$ cat config.mk
export PLATFORM = sky130hd
export DESIGN_NAME = hazard_detect
export DESIGN_NICKNAME = d
export VERILOG_FILES = /design/src/rtl/hazard_detect_pkg.sv /design/src/rtl/hazard_detect_stage_reg.sv /design/src/rtl/hazard_detect.sv
export SDC_FILE = /design/constraint.sdc
export NUM_CORES = 1
export LEC_CHECK = 0
export ABC_AREA = 1
export ABC_CLOCK_PERIOD_IN_PS = 1400
export CAP_MARGIN = 20
export CORE_MARGIN = 1.5
export CORE_UTILIZATION = 43
export CTS_CLUSTER_SIZE = 16
export DETAILED_ROUTE_END_ITERATION = 10
export MAX_ROUTING_LAYER = met4
export PLACE_DENSITY_LB_ADDON = 0.12
export SLEW_MARGIN = 40
export SYNTH_ARGS = -nofsm -noshare
export SYNTH_HDL_FRONTEND = slang
export SYNTH_HIERARCHICAL = 1
export SYNTH_SLANG_ARGS = --single-unit
export TNS_END_PERCENT = 20
$ cat constraint.sdc
create_clock -name clk -period 1.4 [get_ports clk]
set_clock_uncertainty 0.1 [all_clocks]
set_input_delay 0.42 -clock clk [delete_from_list [all_inputs] [get_ports clk]]
set_output_delay 0.42 -clock clk [all_outputs]
set_load 0.03 [all_outputs]
$ cat src/rtl/hazard_detect_pkg.sv
// Shared definitions for the hazard detector: request-vector bit positions,
// register-index width, watchdog limit and the shadow-stage record.
package hazard_detect_pkg;

   // Register index width (x0..x31)
   localparam int REG_IDX_W = 5;

   // Bit positions inside haz_vec; bits 5, 1 and 0 are reserved and read as zero
   localparam int HV_DATA = 7;
   localparam int HV_STR  = 6;
   localparam int HV_CTRL = 4;
   localparam int HV_FWRD = 3;
   localparam int HV_CRCT = 2;
   localparam int HV_W    = 8;

   // Watchdog: counter width and the count at which the sticky error is raised
   localparam int               WDOG_W     = 4;
   localparam logic [WDOG_W-1:0] WDOG_LIMIT = 4'd15;

   // Flush counter width; it saturates at all-ones
   localparam int FLUSH_W = 8;

   // One shadow pipeline stage: just enough of the instruction to detect hazards
   typedef struct packed {
      logic                 valid;
      logic [REG_IDX_W-1:0] rd;
      logic                 wr;
      logic                 is_load;
      logic                 is_store;
      logic                 is_branch;
      logic                 pred_taken;
   } stage_t;

   // True when an enabled, nonzero source register is produced by a valid,
   // writing instruction held in the given stage. x0 is hard-wired zero and
   // therefore never a dependency.
   function automatic logic src_match(input logic                 uses,
                                      input logic [REG_IDX_W-1:0] rs,
                                      input stage_t               st);
      return uses && (rs != '0) && st.valid && st.wr && (st.rd == rs);
   endfunction

endpackage

$ cat src/rtl/hazard_detect_stage_reg.sv
// One shadow pipeline stage (EX or MEM). Each cycle it either loads the
// upstream record, loads a bubble, or is cleared by a flush. Only the valid
// bit is reset; the payload is meaningless while valid is low.
module haz_stage_reg
   import hazard_detect_pkg::*;
(
   input  logic   clk_i,
   input  logic   rst_i,
   input  logic   clear_i,
   input  logic   bubble_i,
   input  stage_t stage_i,
   output stage_t stage_o
);

   logic   valid_q, valid_d;
   stage_t payload_q;

   // Valid next-state: clear beats bubble beats a normal load
   always_comb begin
      valid_d = stage_i.valid;
      if (clear_i || bubble_i) begin
         valid_d = 1'b0;
      end
   end

   // Valid bit register with synchronous reset
   always_ff @(posedge clk_i) begin
      if (rst_i) begin
         valid_q <= 1'b0;
      end else begin
         valid_q <= valid_d;
      end
   end

   // Payload follows the upstream stage unconditionally; valid gates its meaning
   always_ff @(posedge clk_i) begin
      payload_q <= stage_i;
   end

   // Recombine the reset-controlled valid with the free-running payload
   always_comb begin
      stage_o       = payload_q;
      stage_o.valid = valid_q;
   end

endmodule

$ cat src/rtl/hazard_detect.sv
// Hazard detector: tracks EX/MEM in a shadow pipeline, raises a registered
// request vector (data / forwardable / structural / control / correct-predict),
// runs a stuck-request watchdog and counts flush cycles.
module hazard_detect
   import hazard_detect_pkg::*;
(
   input  logic                 clk,
   input  logic                 rst,
   input  logic                 id_valid,
   input  logic [REG_IDX_W-1:0] id_rs1,
   input  logic [REG_IDX_W-1:0] id_rs2,
   input  logic [REG_IDX_W-1:0] id_rd,
   input  logic                 id_uses_rs1,
   input  logic                 id_uses_rs2,
   input  logic                 id_wr,
   input  logic                 id_is_load,
   input  logic                 id_is_store,
   input  logic                 id_is_branch,
   input  logic                 id_pred_taken,
   input  logic                 ex_br_taken,
   input  logic                 pc_freeze,
   input  logic                 do_flush,
   input  logic                 resolved,
   output logic [HV_W-1:0]      haz_vec,
   output logic                 stuck,
   output logic [FLUSH_W-1:0]   flush_cnt
);

   stage_t id_stage;
   stage_t ex_q;
   stage_t mem_q;

   logic [HV_W-1:0]    haz_vec_q, haz_vec_d;
   logic [WDOG_W-1:0]  wdog_q, wdog_d;
   logic               stuck_q, stuck_d;
   logic [FLUSH_W-1:0] flush_cnt_q, flush_cnt_d;

   logic match_ex;
   logic match_ex_load;
   logic match_mem;
   logic data_haz;
   logic fwrd_ok;
   logic str_haz;
   logic ctrl_haz;
   logic crct_haz;

   // Pack the ID-stage instruction into a stage record for EX to capture
   always_comb begin
      id_stage            = '0;
      id_stage.valid      = id_valid;
      id_stage.rd         = id_rd;
      id_stage.wr         = id_wr;
      id_stage.is_load    = id_is_load;
      id_stage.is_store   = id_is_store;
      id_stage.is_branch  = id_is_branch;
      id_stage.pred_taken = id_pred_taken;
   end

   // EX: a freeze turns the incoming instruction into a bubble, flush clears it
   haz_stage_reg u_ex (
      .clk_i    (clk),
      .rst_i    (rst),
      .clear_i  (do_flush),
      .bubble_i (pc_freeze),
      .stage_i  (id_stage),
      .stage_o  (ex_q)
   );

   // MEM: keeps draining from EX during a freeze; only a flush clears it
   haz_stage_reg u_mem (
      .clk_i    (clk),
      .rst_i    (rst),
      .clear_i  (do_flush),
      .bubble_i (1'b0),
      .stage_i  (ex_q),
      .stage_o  (mem_q)
   );

   // MEM's class bits are carried for completeness but no hazard term uses them
   logic mem_unused;
   assign mem_unused = ^{mem_q.is_load, mem_q.is_store, mem_q.is_branch, mem_q.pred_taken};

   // Hazard terms from the current ID inputs and shadow stage contents
   always_comb begin
      match_ex      = src_match(id_uses_rs1, id_rs1, ex_q) ||
                      src_match(id_uses_rs2, id_rs2, ex_q);
      match_mem     = src_match(id_uses_rs1, id_rs1, mem_q) ||
                      src_match(id_uses_rs2, id_rs2, mem_q);
      // A load still in EX has no data yet, so a dependency on it cannot be forwarded
      match_ex_load = match_ex && ex_q.is_load;
      data_haz      = id_valid && (match_ex || match_mem);
      fwrd_ok       = data_haz && !match_ex_load;
      // Single memory port: two back-to-back memory operations collide
      str_haz       = id_valid && (id_is_load || id_is_store) &&
                      ex_q.valid && (ex_q.is_load || ex_q.is_store);
      ctrl_haz      = ex_q.valid && ex_q.is_branch;
      crct_haz      = ctrl_haz && (ex_br_taken == ex_q.pred_taken);
   end

   // Assemble the request vector; reserved bits stay zero
   always_comb begin
      haz_vec_d          = '0;
      haz_vec_d[HV_DATA] = data_haz;
      haz_vec_d[HV_STR]  = str_haz;
      haz_vec_d[HV_CTRL] = ctrl_haz;
      haz_vec_d[HV_FWRD] = fwrd_ok;
      haz_vec_d[HV_CRCT] = crct_haz;
   end

   // Watchdog and flush-counter next-state: both saturate, watchdog clears on
   // acknowledgement or when no request is outstanding
   always_comb begin
      wdog_d = wdog_q;
      if (resolved || (haz_vec_q == '0)) begin
         wdog_d = '0;
      end else if (wdog_q != WDOG_LIMIT) begin
         wdog_d = wdog_q + 1'b1;
      end

      stuck_d = stuck_q || (wdog_d == WDOG_LIMIT);

      flush_cnt_d = flush_cnt_q;
      if (do_flush && (flush_cnt_q != {FLUSH_W{1'b1}})) begin
         flush_cnt_d = flush_cnt_q + 1'b1;
      end
   end

   // Control state: request vector, watchdog, sticky flag, flush counter
   always_ff @(posedge clk) begin
      if (rst) begin
         haz_vec_q   <= '0;
         wdog_q      <= '0;
         stuck_q     <= 1'b0;
         flush_cnt_q <= '0;
      end else begin
         haz_vec_q   <= haz_vec_d;
         wdog_q      <= wdog_d;
         stuck_q     <= stuck_d;
         flush_cnt_q <= flush_cnt_d;
      end
   end

   assign haz_vec   = haz_vec_q;
   assign stuck     = stuck_q;
   assign flush_cnt = flush_cnt_q;

endmodule

## After elaboration in Yosys (flattened, before gate mapping)

Cells that the tools add are included.

| storage, ports and cells | value |
|---|---|
| bits in registers | 39 |
| bits in latches | 0 |
| memory bits (writable) | 0 |
| memory bits (read-only) | 0 |
| output and inout port bits | 17 |
| logic and storage cells | 64 |
| memories kept | 0 |

| operators by class | value |
|---|---|
| add/subtract/negate cells | 2 |
| multipliers | 0 |
| divide/modulo/power cells | 0 |
| magnitude comparators | 0 |
| equal/unequal tests | 8 |
| shift-type cells | 0 |
| muxes and demuxes | 2 |
| bitwise operators | 0 |
| reductions and logical operators | 37 |

Operators with widths:

| cell | count |
|---|---|
| logical AND 1 bit | 23 |
| equality test 5 bit | 4 |
| nonzero test 5 bit | 2 |
| adder 8 x 1 -> 8 bit, second input constant | 1 |
| zero test 8 bit | 1 |
| logical OR 1 bit | 8 |
| 2-to-1 mux 4 bit | 2 |
| inequality test 8 bit, second input constant | 1 |
| adder 4 x 1 -> 4 bit, second input constant | 1 |
| equality test 4 bit, second input constant | 1 |
| inequality test 4 bit, second input constant | 1 |
| OR reduction 2 bit | 2 |
| equality test 1 bit | 1 |
| zero test 1 bit | 1 |

## Logic depth before layout (Yosys ltp)

Gate-level depths: netlist of the first run.

| logic depth | value |
|---|---|
| depth after elaboration | 9 |
| gate-level depth with buffers | 10 |
| gate-level depth less buffers | 10 |

## Modules after synthesis

The synthesis of the first run kept the hierarchy.

By module, submodules not included:

| module | instances | cells each | area an instance (um^2) | seq. area each (um^2) |
|---|---|---|---|---|
| hazard_detect | 1 | 218 | 1,262.5 | 360.3 |
| haz_stage_reg | 2 | 18 | 250.2 | 220.2 |

## Worst setup path after synthesis of the first run

No wires, ideal clock.

| timing path | value |
|---|---|
| kind | register to register |
| start | reg flush_cnt_q[0], in the netlist flush_cnt[0] |
| end | reg flush_cnt_q[0], in the netlist flush_cnt[0] |
| setup time | 0.137 ns |
| arrival | 1.375 ns |
| path slack | -0.212 ns |
| cell stages (with the launch flop) | 9 |
| path through | dfxtp_1 > ha_1 > nand3_1 > nor2_2 > nand2_1 > nand2_2 > inv_2 > o21ai_0 > a21oi_1 |

| between the ends | value |
|---|---|
| cells in the longest elaborated chain, start to end | 2 |
| elaborated cells between the ends (all ways) | 3 |
| those cells by class | 1 x add/sub; 1 x eq/ne; 1 x reduce/logical |

Ends and longest elaborated chain:

| what | line | source |
|---|---|---|
| from (decl) | hazard_detect.sv:36 | `logic [FLUSH_W-1:0] flush_cnt_q, flush_cnt_d;` |
| from (signal assigned) | hazard_detect.sv:139 | `flush_cnt_q <= flush_cnt_d;` |
| parallel branches: the longest is 2 deep, another holds adder 8 x 1 -> 8 bit | -- |  |

Several ways; the timed one is not identified.
A chain may end at the register's enable or synchronous reset.

## Worst setup path after layout of the first run

| timing path | value |
|---|---|
| start | reg flush_cnt_q[0], in the netlist flush_cnt[0] |
| end | out flush_cnt[0] |

RTL lines:

| what | line | source |
|---|---|---|
| to (decl) | hazard_detect.sv:26 | `output logic [FLUSH_W-1:0] flush_cnt` |

No word-level cell between the ends.

==> results.sh, run 1 <==
export IMPL_worstPathArrival_ns=0.91
export IMPL_grt_usage=0.185
export IMPL_rsz0062_at_grt="yes"
export IMPL_leakage_nw=1.24
export IMPL_min_delay_start="u_ex/stage_o[8]"
export IMPL_via_per_inst=4.45
export IMPL_maxCapViolCount=0
export IMPL_r2r_start="flush_cnt[0]"
export IMPL_grt_pass1_vias=1495
export IMPL_dieArea_mm2=0.00430
export IMPL_dp_cells=351
export IMPL_cp_max_fo=4
export IMPL_die_x_um=65.6
export IMPL_area_growth_pct=47.0
export IMPL_worstSetupPathType="flip-flop to output pin"
export IMPL_hold_depth=0
export IMPL_setup_violations=5
export IMPL_grt_antenna_before_repair=0
export IMPL_r2r_cells=9
export IMPL_worstHoldEndpoint="u_mem/stage_o[8]"
export IMPL_first_iter_violations=45
export IMPL_drt_met1_wl_um=1700
export IMPL_gp_congestion=0.874
export IMPL_report_final_slew_viol_count=0
export IMPL_cts_made_buffers=5
export IMPL_htreeDepth=2
export IMPL_path_clk_slew_ns=0.08
export IMPL_netlist_instances=250
export IMPL_die_h_um=65.6
export IMPL_r2r_end="flush_cnt[1]"
export IMPL_nets=342
export IMPL_drc=0
export IMPL_highest_layer="met4"
export IMPL_overflow=0
export IMPL_yosysWarnings=6
export IMPL_routed_wl_met3_um=158
export IMPL_cts_root_buf="clkbuf_8"
export IMPL_drive_above_1_share=0.196
export IMPL_start_util=0.453
export IMPL_finalNonFillerCells=360
export IMPL_fin_crit_sh=1.02
export IMPL_ctsLongestPathBuffers=2
export IMPL_grt_pass1_wl_um=6000
export IMPL_violations="setup timing"
export IMPL_grt_start_max_net_pins=13
export IMPL_wl_met2_um=1730
export IMPL_start_kind="flip-flop"
export IMPL_dpl_hpwl_um=2720
export IMPL_port_buffers=42
export IMPL_setup_slack_ns=-0.0263
export IMPL_core_mm2=0.00372
export IMPL_cts_tree="built"
export IMPL_min_path_type="flip-flop to flip-flop"
export IMPL_postLayoutCellArea_mm2=0.00247
export IMPL_fmaxAchievable_ghz=0.701
export IMPL_run_status="finished with violations"
export IMPL_critPathCaptureType="output pin"
export IMPL_synth_area_mm2=0.00168
export IMPL_num_vias=1602
export IMPL_required_ns=0.88
export IMPL_rrSetupSlack_ns=-0.01
export IMPL_avgSynthCellArea_um2=6.73
export IMPL_hold_viol=0
export IMPL_wl_per_cell_um=10.1
export IMPL_cts_sinks=36
export IMPL_fin_crit_ns=1.43
export IMPL_antenna_left=0
export IMPL_vdd_ir_drop_worst_v=0.000648
export IMPL_num_rows=22
export IMPL_io_pin_count=46
export IMPL_power_per_cell_area_mw_per_mm2=1020
export IMPL_place_area_mm2=0.00222
export IMPL_drtPass1Iterations=4
export IMPL_totalWireLength_um=3650
export IMPL_n_antenna_cell=0
export IMPL_clk_latency_ns=0.29
## final cells by class
class / count / area (µm²)
multi-input cells: 169 / 851
inverters: 42 / 160
clock inverters: 1 / 30.0
flip-flops and latches: 36 / 741
fillers: 338 / 1240
repair buffers: 57 / 513
well taps: 48 / 60.1
clock buffers: 7 / 119
## flip-flops by register name (all words and copies together) (netlist names)
signal,flops
u_mem/valid_q,1
haz_vec,5
wdog_q,4
u_mem/stage_o,6
u_ex/valid_q,1
flush_cnt,8
stuck,1
u_ex/stage_o,10
## critical path: stages, from the launching register on
cell and delay (ns):
dfxtp_4 0.36, buf_6 0.12, buf_6 0.13
## metal layers
layer  track usage  vias up
met5             -        -
met4        0.0625        0
met3        0.0497        5
met2         0.310       30
met1         0.215      685
li1              -      882
## how the worst max path moves through the flow
stage	start	to	slack (ns)	cells after the start
after global placement	id_rs1[3]	haz_vec[3]	-0.44	10
final	flush_cnt[0]	flush_cnt[0]	-0.03	2
after global routing	flush_cnt[0]	flush_cnt[3]	-0.1	8
after floorplan	flush_cnt[0]	flush_cnt[4]	0.01	8
after detailed placement	id_rs1[2]	haz_vec[3]	-0.45	10
after CTS	flush_cnt[0]	flush_cnt[1]	-0.06	9
## power by group
| group | switching, W | internal, W | total [W] |
|---|---|---|---|
| clock network | 0.000393 | 0.000748 | 0.00114 |
| logic | 0.000151 | 0.000153 | 0.000304 |
| registers | 0.0000273 | 0.00105 | 0.00108 |
| total | 0.000571 | 0.00195 | 0.00252 |
## metrics by stage
stage | setup TNS, ns | worst slack [ns] | hold slack [ns] | power, W | util
final | -0.0752 | -0.0263 | 0.285 | 0.00252 | 0.666
after global routing | -0.675 | -0.0969 | 0.295 | 0.00263 | 0.666
after CTS | -0.184 | -0.0591 | 0.287 | 0.00253 | 0.642
after detailed placement | -2.90 | -0.450 | 0.281 | 0.00140 | 0.599
after global placement | -2.77 | -0.437 | 0.280 | 0.00140 | 0.599
after floorplan | 0 | 0.0135 | 0.264 | 0.00125 | -
## layout by cell type (no fill, tap or decap), types with 4 or more instances in the layout
cell type	instances
nand3_1	8
buf_6	7
clkbuf_8	5
a21oi_1	6
xor2_1	5
nand2_1	75
inv_1	41
nor2_1	29
clkdlybuf4s50_1	18
conb_1	4
o21ai_1	4
dfxtp_1	28
dfxtp_2	4
buf_4	22
o21ai_0	4
dlygate4sd2_1	9
dfxtp_4	4
nand4_1	6
nor3_1	5
## repair_timing
action | 4_1_cts | 5_1_grt
gates resized for setup | 18 | 23
setup buffers | 0 | 1
pin swaps | 1 | 6
endpoints found under the setup margin | 13 | 16
hold buffers | 0 | 0
endpoints found under the hold margin | 0 | 0
Power figures use the tool's default switching activity.
==> run 2, diff against run 1 <==
CORE_UTILIZATION = 30   (was 43)
==> run 2 against run 1 <==
Die area increased by 41%. Total power decreased by 13%. Utilization decreased by 20 points. The run still ends with setup timing left. Design area increased by 2.3%. Global-route usage decreased by 4.5 points. Final cell count increased by 8.1%. Via count increased by 2.3%. Wire length increased by 9.3%. Clock power decreased by 31%. Clock-buffer cell count unchanged.
==> results.sh, run 2 (synthesis gave the netlist of run 1 again) <==
export IMPL_via_per_inst=4.21
export IMPL_htreeDepth=2
export IMPL_start_util=0.307
export IMPL_hold_buffers=0
export IMPL_violations="setup timing"
export IMPL_antenna_left=0
export IMPL_cts_root_buf="clkbuf_8"
export IMPL_clk_latency_ns=0.29
export IMPL_power_w=0.00219
export IMPL_worstPathArrival_ns=1.51
export IMPL_start_kind="flip-flop"
export IMPL_leakage_nw=1.25
export IMPL_num_rows=27
export IMPL_min_path_type="flip-flop to flip-flop"
export IMPL_num_vias=1639
export IMPL_grt_antenna_before_repair=0
export IMPL_totalWireLength_um=3990
export IMPL_maxCapViolCount=0
export IMPL_vdd_ir_drop_worst_v=0.000542
export IMPL_grt_pass1_vias=1465
export IMPL_rsz0062_at_grt="yes"
export IMPL_run_status="finished with violations"
export IMPL_largest_register_ffs=10
export IMPL_worstSetupPathType="flip-flop to flip-flop"
export IMPL_drc=0
export IMPL_fin_crit_sh=1.02
export IMPL_fin_hold_ws_ns=0.286
export IMPL_die_h_um=77.9
export IMPL_dieArea_mm2=0.00607
export IMPL_report_final_slew_viol_count=0
export IMPL_die_x_um=77.9
export IMPL_finalNonFillerCells=389
export IMPL_cts_made_buffers=5
export IMPL_grt_start_max_net_pins=11
export IMPL_cp_max_fo=6
export IMPL_final_common_cell="nand2_1"
export IMPL_critPathCaptureType="flip-flop"
export IMPL_first_iter_violations=81
export IMPL_n_antenna_cell=0
export IMPL_cts_sinks=36
export IMPL_mostFrequentLayoutCells="nand2_1, inv_1, nor2_1, buf_4, dfxtp_1"
export IMPL_gp_congestion=0.874
export IMPL_setup_violations=3
export IMPL_drtPass1Iterations=4
export IMPL_required_ns=1.48
export IMPL_ctsLongestPathBuffers=2
export IMPL_tns_ns=-0.0514
export IMPL_cts_tree="built"
export IMPL_setup_slack_ns=-0.0218
export IMPL_dpl_hpwl_um=3010
export IMPL_grt_usage=0.140
export IMPL_port_buffers=42
export IMPL_path_clk_slew_ns=0.07
export IMPL_fin_crit_ns=1.42
export IMPL_power_per_cell_area_mw_per_mm2=864
export IMPL_wl_per_cell_um=10.2
export IMPL_io_pin_count=46
export IMPL_dp_cells=378
export IMPL_grt_pass1_wl_um=6330
export IMPL_area_growth_pct=50.4
export IMPL_nets=348
export IMPL_overflow=0
export IMPL_fmaxAchievable_ghz=0.703
export IMPL_hold_viol=0
export IMPL_core_mm2=0.00547
export IMPL_drive_above_1_share=0.243
-- run 2: worst paths after layout --
path | start | end | slack [ns] | depth (start not counted)
max | flush_cnt[1] | flush_cnt[1] | -0.02 | 9
min | u_ex/stage_o[7] | u_mem/stage_o[7] | 0.29 | 0
min reg2reg | u_ex/stage_o[7] | u_mem/stage_o[7] | 0.29 | 0
max reg2reg | flush_cnt[1] | flush_cnt[1] | -0.02 | 9
-- run 2: worst max-delay path, stage by stage, from the launching register on --
cell and delay [ns]:
dfxtp_4 0.37, ha_4 0.15, nand3_4 0.08, nor2_4 0.12, nand2_2 0.08, nand2_4 0.13, inv_6 0.06, buf_6 0.11
nor2_4 0.08, nor2_1 0.04
-- run 2: area by class of cell --
type | count | area (µm²)
Multi-Input combinational cell | 169 | 880
Sequential cell | 36 | 743
Clock buffer | 7 | 96.3
Tap cell | 72 | 90.1
Fill cell | 565 | 2940
Inverter | 42 | 163
Timing Repair Buffer | 63 | 559
-- run 2: stage by stage --
stage               utilization  area, µm²  setup WS [ns]
finish                    0.463       2530        -0.0218
detailed placement        0.416       2280         -0.480
global placement          0.416       2280         -0.481
CTS                       0.433       2370        -0.0557
global route              0.463       2530        -0.0867
floorplan                     -       1720         0.0135
-- run 2: power by group --
group          total [W]  switching [W]  internal (W)  leakage (nW)
Clock           0.000788       0.000350      0.000438        0.0503
Sequential       0.00109      0.0000297       0.00106         0.302
Combinational   0.000314       0.000156      0.000158         0.895
-- run 2: per-layer routing --
layer,track usage,vias to the layer above,wire (µm),share of wire
li1,-,890,-,-
met1,0.171,704,1870,0.47
met2,0.208,40,1810,0.45
met3,0.0565,5,255,0.064
met4,0.0500,0,48,0.012
met5,-,-,0,0
-- run 2: what timing repair did --
action / CTS / global route
gates resized for setup: 14 / 45
setup endpoints to repair: 15 / 18
setup buffers: 0 / 4
cloned: 0 / 0
pin swaps: 2 / 10
==> run 3, diff against run 2 <==
CORE_ASPECT_RATIO = 1.1   (was unset)
DONT_BUFFER_PORTS = 1   (was unset)
==> run 3 against run 2 <==
The flow now finishes without violations. Utilization shrank 7.1 points. Largest cell class unchanged. First-iteration DRC count fell by 60%. Clock-buffer cell count shrank 1. Largest power group unchanged.
==> results.sh, run 3 (synthesis gave the netlist of run 1 again) <==
export IMPL_hold_viol=0
export IMPL_ctsLongestPathBuffers=2
export IMPL_grt_usage=0.133
export IMPL_fin_hold_ws_ns=0.0564
export IMPL_min_path_type="input port to flip-flop"
export IMPL_die_x_um=74.4
export IMPL_power_switching_w=0.000514
export IMPL_io_pin_count=46
export IMPL_crit_chain="ha_4 > nand3_4 > nor2_4 > nand2_2 > nand2_4 > inv_4 > nand2_2 > o21ai_1 > a21oi_1"
export IMPL_slowest_stage="dfxtp_4"
export IMPL_switching_share=0.245
export IMPL_dieArea_mm2=0.00607
export IMPL_rsz0062_at_grt="yes"
export IMPL_start_util=0.312
export IMPL_worstHoldEndpoint="u_ex/stage_o[7]"
export IMPL_vdd_ir_drop_worst_v=0.000467
export IMPL_path_clk_slew_ns=0.08
export IMPL_rrSetupSlack_ns=0.02
export IMPL_grt_pass1_vias=1406
export IMPL_cp_max_fo=7
export IMPL_power_per_cell_area_mw_per_mm2=993
export IMPL_final_common_cell="nand2_1"
export IMPL_nets=308
export IMPL_power_share_combinational=0.089
export IMPL_cts_root_buf="clkbuf_8"
export IMPL_num_vias=1494
export IMPL_required_ns=1.51
export IMPL_cp_common_cell="nand2_2"
export IMPL_cts_made_buffers=5
export IMPL_mostFrequentLayoutCells="nand2_1, inv_1, nor2_1, dfxtp_1, buf_4"
export IMPL_r2r_cells=9
export IMPL_report_final_slew_viol_count=0
export IMPL_critPathCaptureType="flip-flop"
export IMPL_die_h_um=81.6
export IMPL_core_mm2=0.00540
export IMPL_first_iter_violations=32
export IMPL_run_status="complete, no violations"
export IMPL_dpl_hpwl_um=2950
export IMPL_wl_per_cell_um=10.7
export IMPL_setup_slack_ns=0.0189
export IMPL_hold_depth=0
export IMPL_drc=0
export IMPL_seqCellArea_um2=736
export IMPL_dp_slack_ns=-0.0189
export IMPL_worstSetupPathType="flip-flop to flip-flop"
export IMPL_fin_crit_ns=1.38
export IMPL_setup_violations=0
export IMPL_leakage_nw=1.06
export IMPL_fin_crit_sh=0.986
export IMPL_cts_sinks=36
export IMPL_min_delay_start="id_rd[2]"
export IMPL_grt_antenna_before_repair=1
export IMPL_p_seq_frac=0.516
export IMPL_drive_above_1_share=0.194
export IMPL_cts_tree="built"
export IMPL_htreeDepth=2
export IMPL_num_rows=28
export IMPL_grt_pass1_wl_um=5910
export IMPL_drtPass1Iterations=4
export IMPL_r2r_end="flush_cnt[2]"
export IMPL_fmaxAchievable_ghz=0.724
export IMPL_area_growth_pct=25.7
export IMPL_r2r_start="flush_cnt[1]"
export IMPL_start_kind="flip-flop"
export IMPL_crit_start="flush_cnt[1]"
export IMPL_via_per_inst=4.22
export IMPL_totalWireLength_um=3790
export IMPL_worstPathArrival_ns=1.50
export IMPL_hold_buffers=0
export IMPL_antenna_left=0
export IMPL_n_fill_cell=627
export IMPL_clk_latency_ns=0.28
export IMPL_gp_congestion=0.769
export IMPL_critPathMaxStageDelay_ns=0.37
export IMPL_multi_input_area_um2=836
export IMPL_clock_power_share=0.395
export IMPL_p_int_w=0.00159
export IMPL_largest_register_ffs=10
export IMPL_grt_start_max_net_pins=13
export IMPL_maxCapViolCount=0
export IMPL_port_buffers=0
export IMPL_overflow=0
-- run 3: changes by cell type in the layout (fill, tap and decap cells not counted), moves of 2 or more --
cell / change
buf_4: -6
buf_6: -6
clkbuf_8: -2
clkdlybuf4s15_1: -2
clkdlybuf4s50_1: -18
dfxtp_1: +4
dfxtp_2: -3
dlygate4sd2_1: -7
nand3_1: +2
nand3_2: -2
-- run 3: worst max path at each step --
stage,to,cells past startpoint
floorplan,flush_cnt[4],8
global placement,flush_cnt[5],8
detailed placement,flush_cnt[0],8
CTS,flush_cnt[2],9
global route,flush_cnt[2],9
finish,flush_cnt[2],9
-- run 3: power by group through the flow --
stage,Clock (W),Sequential [W],Combinational (W)
global route,0.000925,0.00109,0.000216
detailed placement,0,0.00111,0.000176
floorplan,0,0.00111,0.000136
CTS,0.000873,0.00108,0.000181
global placement,0,0.00111,0.000176
finish,0.000830,0.00108,0.000188
-- run 3: layout make-up --
type                    count  area share
diodes                      1     0.00118
clock buffers               6      0.0444
clock inverters             2     0.00592
inverters                  42      0.0757
multi-input cells         169       0.395
flip-flops and latches     36       0.348
well taps                  75      0.0444
repair buffers             23      0.0852
-- run 3: per-layer routing --
layer  track usage  share of wire
met1         0.139           0.42
met2         0.226           0.49
met3        0.0479          0.077
met5             -              0
met4        0.0545         0.0071
-- run 3: worst max-delay path, delay by kind of cell (launching register included) --
| kind | cells | cell delay, ns |
|---|---|---|
| compound gates | 2 | 0.16 |
| flops | 1 | 0.37 |
| simple gates | 5 | 0.45 |
| buf+inv | 1 | 0.07 |
| fa+ha+maj | 1 | 0.15 |
-- run 3: timing repair --
item,4_1_cts,5_1_grt
pin swaps,2,6
buffers inserted,4,2
gates resized for setup,3,21
endpoints found under the setup margin,5,13
-- run 3: per-stage QoR --
stage          setup TNS [ns]  cells  cell area, µm²  utilization  total power (W)
3_3_place_gp                0    339            1900        0.351          0.00128
5_1_grt                -0.242    354            2110        0.392          0.00223
2_1_floorplan               0    253            1720            -          0.00125
4_1_cts               -0.0221    351            2040        0.378          0.00214
6_report                    0    354            2110        0.392          0.00210
3_5_place_dp          -0.0193    339            1900        0.351          0.00128
